`config.mk`:
```
export PLATFORM = sky130hd
export DESIGN_NAME = cm_rst_ctrl
export DESIGN_NICKNAME = d
export VERILOG_FILES = /design/src/rtl/cm_rst_ctrl.sv
export SDC_FILE = /design/constraint.sdc
export NUM_CORES = 1
export LEC_CHECK = 0
export ABC_AREA = 0
export BUFFER_PORTS_ARGS = -buffer_cell sky130_fd_sc_hd__buf_2
export CAP_MARGIN = 20
export CELL_PAD_IN_SITES_DETAIL_PLACEMENT = 1
export CELL_PAD_IN_SITES_GLOBAL_PLACEMENT = 2
export CORE_UTILIZATION = 29
export CTS_CLUSTER_DIAMETER = 150
export CTS_CLUSTER_SIZE = 20
export DETAILED_ROUTE_END_ITERATION = 10
export PLACE_DENSITY_LB_ADDON = 0.1
export RECOVER_POWER = 25
export SLEW_MARGIN = 20
export SYNTH_ARGS = -nofsm -noshare
export SYNTH_HDL_FRONTEND = slang
export SYNTH_SLANG_ARGS = --single-unit
```
`constraint.sdc`:
```
create_clock -name clk -period 1.7 [get_ports clk]
set_input_delay 0.34 -clock clk [delete_from_list [all_inputs] [get_ports clk]]
set_output_delay 0.34 -clock clk [all_outputs]
set_load 0.1 [all_outputs]
```
`src/rtl/cm_rst_ctrl.sv`:
```
// Staged reset sequencer with minimum hold, ordered stage release and sticky cause capture.
// Optional CM_RST_CTRL_ACK_EN adds the ack port and gates each stage release on the prior ack.
module cm_rst_ctrl #(
    parameter int N_REQ     = 2,
    parameter int N_OUT     = 3,
    parameter int HOLD_CYC  = 16,
    parameter int STAGE_CYC = 8
) (
    input  logic             clk,
    input  logic             rst,
    input  logic [N_REQ-1:0] req,
    input  logic             cause_clr,
`ifdef CM_RST_CTRL_ACK_EN
    input  logic [N_OUT-1:0] ack,
`endif
    output logic [N_OUT-1:0] rst_o,
    output logic             done,
    output logic [N_REQ-1:0] cause
);

    localparam int MAXC = (HOLD_CYC > STAGE_CYC) ? HOLD_CYC : STAGE_CYC;
    localparam int CW   = $clog2(MAXC + 1);
    localparam int IW   = (N_OUT > 1) ? $clog2(N_OUT) : 1;

    localparam logic [CW-1:0]    HOLD_LAST  = CW'(HOLD_CYC - 1);
    localparam logic [CW-1:0]    STAGE_LAST = CW'(STAGE_CYC - 1);
    localparam logic [CW-1:0]    CNT_MAX    = CW'(MAXC);
    localparam logic [IW-1:0]    IDX_LAST   = IW'(N_OUT - 1);
    localparam logic [N_OUT-1:0] ONE        = N_OUT'(1);

    typedef enum logic [1:0] {
        ASSERT,
        RELEASE,
        RUN
    } state_t;

    state_t           state_q, state_d;
    logic [CW-1:0]    cnt_q, cnt_d;
    logic [IW-1:0]    idx_q, idx_d;
    logic [N_OUT-1:0] rst_q, rst_d;
    logic             done_q, done_d;
    logic [N_REQ-1:0] cause_q, cause_d;

    logic             any_req;
    logic             stage_en;
    logic [CW-1:0]    cnt_inc;

    assign any_req = |req;
    assign cnt_inc = (cnt_q == CNT_MAX) ? cnt_q : cnt_q + CW'(1);

`ifdef CM_RST_CTRL_ACK_EN
    logic [IW-1:0] idx_prev;
    assign idx_prev = idx_q - IW'(1);
    // Timer for stage k+1 holds at zero until domain k acknowledges.
    assign stage_en = (idx_q == '0) || (cnt_q != '0) || ack[idx_prev];
    assign done     = done_q & ack[N_OUT-1];
`else
    assign stage_en = 1'b1;
    assign done     = done_q;
`endif

    assign rst_o = rst_q;
    assign cause = cause_q;

    always_ff @(posedge clk) begin
        if (rst) begin
            state_q <= ASSERT;
            cnt_q   <= '0;
            idx_q   <= '0;
            rst_q   <= '1;
            done_q  <= 1'b0;
            cause_q <= '0;
        end else begin
            state_q <= state_d;
            cnt_q   <= cnt_d;
            idx_q   <= idx_d;
            rst_q   <= rst_d;
            done_q  <= done_d;
            cause_q <= cause_d;
        end
    end

    always_comb begin
        state_d = state_q;
        cnt_d   = cnt_q;
        idx_d   = idx_q;
        rst_d   = rst_q;
        done_d  = done_q;
        cause_d = (cause_q & ~{N_REQ{cause_clr}}) | req;

        unique case (state_q)
            ASSERT: begin
                rst_d  = '1;
                done_d = 1'b0;
                idx_d  = '0;
                if (any_req) begin
                    cnt_d = '0;
                end else if (cnt_q == HOLD_LAST) begin
                    state_d = RELEASE;
                    cnt_d   = '0;
                end else begin
                    cnt_d = cnt_inc;
                end
            end
            RELEASE: begin
                if (any_req) begin
                    state_d = ASSERT;
                    rst_d   = '1;
                    done_d  = 1'b0;
                    cnt_d   = '0;
                    idx_d   = '0;
                end else if (stage_en) begin
                    if (cnt_q == STAGE_LAST) begin
                        rst_d = rst_q & ~(ONE << idx_q);
                        cnt_d = '0;
                        if (idx_q == IDX_LAST) begin
                            state_d = RUN;
                            done_d  = 1'b1;
                        end else begin
                            idx_d = idx_q + IW'(1);
                        end
                    end else begin
                        cnt_d = cnt_inc;
                    end
                end
            end
            RUN: begin
                if (any_req) begin
                    state_d = ASSERT;
                    rst_d   = '1;
                    done_d  = 1'b0;
                    cnt_d   = '0;
                    idx_d   = '0;
                end
            end
            default: begin
                state_d = ASSERT;
                rst_d   = '1;
                done_d  = 1'b0;
                cnt_d   = '0;
                idx_d   = '0;
            end
        endcase
    end

endmodule
```
==> results of run 1 <==
==> state kept, by name, summed over array words and instances (netlist names) <==
name,cells
state_q,2
cause,2
idx_q,2
cnt_q,5
rst_o,3
done,1
==> stage by stage <==
| stage | TNS, ns | area [µm²] | util [%] | cells | worst slack [ns] |
|---|---|---|---|---|---|
| final | 0 | 1080 | 42.7 | 148 | 0.0554 |
| after global placement | -0.0484 | 960 | 38.0 | 142 | -0.0484 |
| after CTS | 0 | 1020 | 40.4 | 148 | 0.00373 |
| after global routing | -0.0106 | 1080 | 42.7 | 148 | -0.0106 |
| after detailed placement | -0.238 | 960 | 38.0 | 142 | -0.0888 |
| after floorplan | 0 | 786 | - | 91 | 0.0284 |
==> cells in the mapped netlist <==
master / number / area, µm²
or2_1: 1 / 6.26
nand2_1: 6 / 22.5
and3_1: 1 / 6.26
nand3_1: 11 / 55.1
o311ai_0: 1 / 8.76
clkbuf_1: 1 / 3.75
o21ai_1: 3 / 15.0
a2111oi_1: 1 / 10.0
xnor2_1: 1 / 8.76
a21o_1: 3 / 22.5
nand3b_1: 1 / 7.51
dfxtp_1: 15 / 300
nor2_1: 7 / 26.3
and4bb_2: 1 / 12.5
nor2b_1: 2 / 12.5
and2b_2: 1 / 8.76
o21ai_0: 1 / 5.00
a21oi_1: 10 / 50.1
nand4_1: 1 / 6.26
inv_1: 9 / 33.8
nand2_2: 1 / 6.26
and2_1: 1 / 6.26
ha_1: 6 / 75.1
a31oi_1: 1 / 6.26
or4_4: 1 / 11.3
nand4bb_1: 2 / 22.5
a211oi_4: 1 / 20.0
o311ai_2: 1 / 16.3
==> final timing paths <==
kind                                       startpoint                    end  slack [ns]  depth (start not counted)
worst max-delay path            cnt_q[1]$_SDFFE_PP0P_  cnt_q[1]$_SDFFE_PP0P_        0.06                          8
worst min-delay path                              rst  cnt_q[4]$_SDFFE_PP0P_        0.35                          3
worst max register to register  cnt_q[1]$_SDFFE_PP0P_  cnt_q[1]$_SDFFE_PP0P_        0.06                          8
worst min register to register      done$_SDFFE_PP0P_      done$_SDFFE_PP0P_        0.45                          2
==> power breakdown <==
group	switching, W	internal (W)
clock	0.000120	0.0000912
sequential	0.0000154	0.000370
combinational	0.0000784	0.0000576
total	0.000213	0.000519
==> what timing repair did <==
| action | in CTS | in global routing |
|---|---|---|
| setup endpoints to repair | 3 | 4 |
| setup buffers | 2 | 0 |
| hold buffers | 0 | 0 |
| resized for setup | 6 | 10 |
| pin swaps | 1 | 4 |
| hold endpoints to repair | 0 | 0 |
==> layout make-up <==
cell class                 instances  area [µm²]  area share [%]
sequential                        15         304            28.3
clock buffer                       4        26.3            2.44
inverter                           9        33.8            3.14
multi-input combinational         66         519            48.3
tap                               30        37.5            3.49
timing repair buffer              24         155            14.4
==> worst max-delay path, delay by kind of cell (launching register included) <==
kind / cells / cell delay, ns
buffers and inverters: 1 / 0.18
AO/OA/AOI/OAI: 2 / 0.34
adder cells (fa/ha/maj): 2 / 0.31
flip-flops: 1 / 0.35
AND/OR/NAND/NOR: 3 / 0.39
==> kinds of logic (layout without fill, tap and decap cells) <==
| kind of cell | count (synthesis) | count (layout) |
|---|---|---|
| AO/OA/AOI/OAI | 22 | 22 |
| XOR/XNOR | 1 | 1 |
| adder cells (fa/ha/maj) | 6 | 6 |
| buffers and inverters | 10 | 37 |
| flip-flops | 15 | 15 |
| AND/OR/NAND/NOR | 37 | 37 |
==> metal layers <==
| layer | GRT usage [%] | vias up | part of all wire, % |
|---|---|---|---|
| met5 | 0 | - | 0 |
| met4 | 7.69 | 0 | 2.7 |
| li1 | - | 375 | - |
| met3 | 6.21 | 6 | 3.4 |
| met2 | 23.9 | 16 | 46 |
| met1 | 19.4 | 343 | 48 |
==> impl_metrics.tcl, run 1 <==
set metrics [dict create \
    status "complete, no violations" \
    ios 11 \
    antenna_found_initial 0 \
    drc 0 \
    clock_latency_ns 0.28 \
    rows 18 \
    die_x_um 54.1 \
    period_share_pct 96.7 \
    io_buffers 10 \
    synth.net_count 102 \
    worst_slew_pin_slew_ns 0.484 \
    fin_hold_ws_ns 0.347 \
    cp.required_ns 1.91 \
    clockBufferDepth 2 \
    setup.worst_path.end_class "flip-flop" \
    finalWirelength_mm 2.00 \
    skew_ns 0.00232 \
    gp_congestion 0.741 \
    clkTransAtPathRegs_ns 0.09 \
    synth_fa_ha_area_share_pct 9.55 \
    ys_types 28 \
    gr-total-overflow 0 \
    synth_top_family_by_area "simple AND/OR/NAND/NOR gates" \
    timing.final.crit_period_ns 1.64 \
    start_kind "flip-flop" \
    n_antenna_cell 0 \
    cp_cell_sequence "ha_4 -> and3_4 -> ha_4 -> nor2b_4 -> a211oi_4 -> buf_4 -> nand3_2 -> o21ai_1" \
    totalPowerFinal_w 0.000732 \
    critPathKind "reg -> reg" \
    fill_cells 305 \
    layout_commonest_cell "buf_4" \
    netlist_area_um2 786 \
    die_y_um 54.1 \
    hold_class "in -> reg" \
    grt_pass1_vias 718 \
    grt_pass1_wl_mm 3.18 \
    clock.fmax_mhz 608 \
    cts_tree "built" \
    vias 740 \
    routedWlPerCell_um 13.5 \
    clkSinkCount 15 \
    synth_warnings 0 \
    p_leak_nw 0.403 \
    synth_xor_area_share_pct 1.11 \
    final_cell_mix "buf_4 (14), dfxtp_1 (12), nand3_1 (10), buf_2 (10), inv_1 (9)" \
    synth-seq-cells 15 \
    place_hpwl_mm 1.53 \
    drive_gt1_share_pct 37.3 \
    cpMaxStageDelayCell "dfxtp_2" \
    syn_to_final_growth_pct 36.9 \
    ys_seq_area_share_pct 38.2 \
    muxShareOfSynthArea_pct 0 \
    ir_worst_vdd_uv 363 \
    rsz0062_at_grt "yes" \
    viasPerCell 5.00 \
    cp_common_cell "ha_4" \
    ant_nets 0 \
    initial_core_util_pct 31.2 \
    core_um2 2520 \
    initialDrtViolationCount 5 \
    synth_cells 91 \
    fin_nets 130 \
    cts_root_buf "clkbuf_4" \
    cts-htree-levels 1 \
    cap_violations 0 \
    first_pass_iters 3 \
    final-setup-viol-count 0 \
    synth_compound_area_share_pct 19.6 \
    cpPeakStageDelay_ns 0.35 \
    drv_slew 0 \
    p_per_area_nw_per_um2 681 \
    slew_headroom_pct 68.0 \
    worstPathMaxFanout 3 \
    design.die.area_um2 2920 \
    cts_buffers 3 \
    grt_max_degree 9 \
    track_usage_pct 15.8 \
    final_hold_viol_count 0 \
    avgSynthCellArea_um2 8.63 \
    cp.arrival_ns 1.85 \
    synth-simple-area-share_pct 26.8 \
]
(Power assumes the default switching activity.)
==> run 2: changes to the inputs <==
--- a/config.mk
+++ b/config.mk
@@ -10,7 +10,7 @@
 export CAP_MARGIN = 20
 export CELL_PAD_IN_SITES_DETAIL_PLACEMENT = 1
 export CELL_PAD_IN_SITES_GLOBAL_PLACEMENT = 2
-export CORE_UTILIZATION = 29
+export CORE_UTILIZATION = 25
 export CTS_CLUSTER_DIAMETER = 150
 export CTS_CLUSTER_SIZE = 20
 export DETAILED_ROUTE_END_ITERATION = 10
==> constraint.sdc (replaced) <==
create_clock -name clk -period 2 [get_ports clk]
set_input_delay 0.4 -clock clk [delete_from_list [all_inputs] [get_ports clk]]
set_output_delay 0.4 -clock clk [all_outputs]
set_load 0.1 [all_outputs]
==> run 2 against run 1 <==
Effect of this change: total power fell by 22%; routed wire length fell by 11%; core utilization fell by 10 points; die area rose by 15%; cell count rose by 0.68%; largest cell class unchanged; largest power group unchanged; highest routed layer unchanged.
==> impl_metrics.tcl, run 2 (synthesis results as in run 1) <==
set metrics [dict create \
    io_buffers 10 \
    final.setup.worst_slack_ns 0.142 \
    grtUsageMet3_pct 2.68 \
    start_kind "flip-flop" \
    viasPerCell 4.56 \
    timing.final.crit_period_ns 1.86 \
    die_x_um 58.1 \
    ir_worst_vdd_uv 179 \
    clockBufferDepth 2 \
    gp_congestion 0.719 \
    track_usage_pct 12.2 \
    drc 0 \
    slew_headroom_pct 64.4 \
    use_met1_pct 15.8 \
    cts_setup_buffers 0 \
    cts_tree "built" \
    timing.rr.end "cnt_q[2]$_SDFFE_PP0P_" \
    ant_nets 0 \
    pre_cts_ws_ns 0.107 \
    critPathLaunch "cnt_q[0]$_SDFFE_PP0P_" \
    gr-total-overflow 0 \
    rsz0062_at_grt "no" \
    clkTransAtPathRegs_ns 0.09 \
    core_um2 2880 \
    routedWlPerCell_um 11.9 \
    p_per_area_nw_per_um2 615 \
    setup.worst_path.end_class "flip-flop" \
    clock.fmax_mhz 538 \
    syn_to_final_growth_pct 18.8 \
    r2r-start "cnt_q[0]$_SDFFE_PP0P_" \
    worst_slew_pin_slew_ns 0.536 \
    tns_ns 0 \
    fin_hold_ws_ns 0.355 \
    hold_buffers 0 \
    top_usage_layer "met2" \
    design.die.area_um2 3370 \
    status "complete, no violations" \
    critPathKind "reg -> reg" \
    cp.arrival_ns 2.06 \
    top_register "cnt_q" \
    worstPathMaxFanout 6 \
    grt_pass1_vias 692 \
    cts_buffers 3 \
    skew_ns 0.000588 \
    layout_commonest_cell "dfxtp_1" \
    fin_nets 119 \
    period_share_pct 92.9 \
    grt_pass1_wl_mm 3.15 \
    critPathCapture "cnt_q[2]$_SDFFE_PP0P_" \
    antenna_found_initial 0 \
    hold_class "in -> reg" \
    p_leak_nw 0.347 \
    clock_latency_ns 0.28 \
    die_y_um 58.1 \
    final_hold_viol_count 0 \
    drive_gt1_share_pct 20.6 \
    n_antenna_cell 0 \
    grt_max_degree 9 \
    clkSinkCount 15 \
    cap_violations 0 \
    final_cell_mix "dfxtp_1 (15), nand3_1 (11), a21oi_1 (10)" \
    drv_slew 0 \
    final_cell_count_no_fill 149 \
    cp.required_ns 2.20 \
    post_cts_resized 0 \
    dpl.cell_count 145 \
    ios 11 \
    finalWirelength_mm 1.77 \
    vias 679 \
    initialDrtViolationCount 11 \
    place_hpwl_mm 1.41 \
    initial_core_util_pct 27.3 \
    rows 19 \
    largest_register_ffs 5 \
    first_pass_iters 3 \
    cts_root_buf "clkbuf_4" \
    r2r_cells 7 \
    r2r_setup_slack_ns 0.14 \
    cts-htree-levels 1 \
    final-setup-viol-count 0 \
    grtUsageMet2_pct 19.7 \
]
-- run 2: cell count changes in the layout (fill, tap and decap cells not counted), moves of 2 or more --
cell     delta
buf_4      -11
dfxtp_1     +3
ha_1        +2
ha_4        -2
dfxtp_2     -3
a21oi_1     +2
a21oi_2     -2
-- run 2: where the power goes --
group	switching [W]	total [W]	internal, W
combinational	0.0000451	0.0000680	0.0000229
clock	0.000103	0.000180	0.0000774
sequential	0.0000142	0.000326	0.000312
total	0.000162	0.000574	0.000412
-- run 2: critical path, cell delays in order (launching register included) --
cell	delay, ns
dfxtp_1	0.36
ha_1	0.25
and3_1	0.19
ha_1	0.18
nor2b_1	0.18
a211oi_4	0.31
nand2_2	0.09
o311ai_2	0.20
-- run 2: metal layers --
layer / vias up / part of all wire (%)
li1: 352 / -
met1: 314 / 54
met2: 11 / 42
met3: 2 / 2.9
met4: 0 / 1.1
met5: - / 0
-- run 2: cell type report --
type | instances | area, µm²
Tap cell | 42 | 52.6
Clock buffer | 4 | 26.3
Fill cell | 353 | 1940
Sequential cell | 15 | 300
Inverter | 9 | 33.8
Timing Repair Buffer | 13 | 72.6
Multi-Input combinational cell | 66 | 448
-- run 2: stage by stage --
stage | instance area, µm² | util (%) | power (W)
after floorplan | 786 | - | 0.000382
after global placement | 907 | 31.5 | 0.000400
after detailed placement | 907 | 31.5 | 0.000403
after CTS | 933 | 32.4 | 0.000586
after global routing | 933 | 32.4 | 0.000613
final | 933 | 32.4 | 0.000574
-- run 2: how the worst min path moves through the flow --
stage | start | end | slack (ns) | cells past startpoint
after floorplan | cnt_q[0]$_SDFFE_PP0P_ | cnt_q[0]$_SDFFE_PP0P_ | 0.46 | 1
after global placement | rst_o[2]$_SDFFE_PP1P_ | rst_o[2]$_SDFFE_PP1P_ | 0.43 | 1
after detailed placement | rst_o[0]$_SDFFE_PP1P_ | rst_o[0]$_SDFFE_PP1P_ | 0.44 | 1
final | rst | cnt_q[4]$_SDFFE_PP0P_ | 0.35 | 2
after global routing | req[0] | cause[0]$_SDFF_PP0_ | 0.35 | 3
after CTS | rst | cnt_q[4]$_SDFFE_PP0P_ | 0.35 | 2
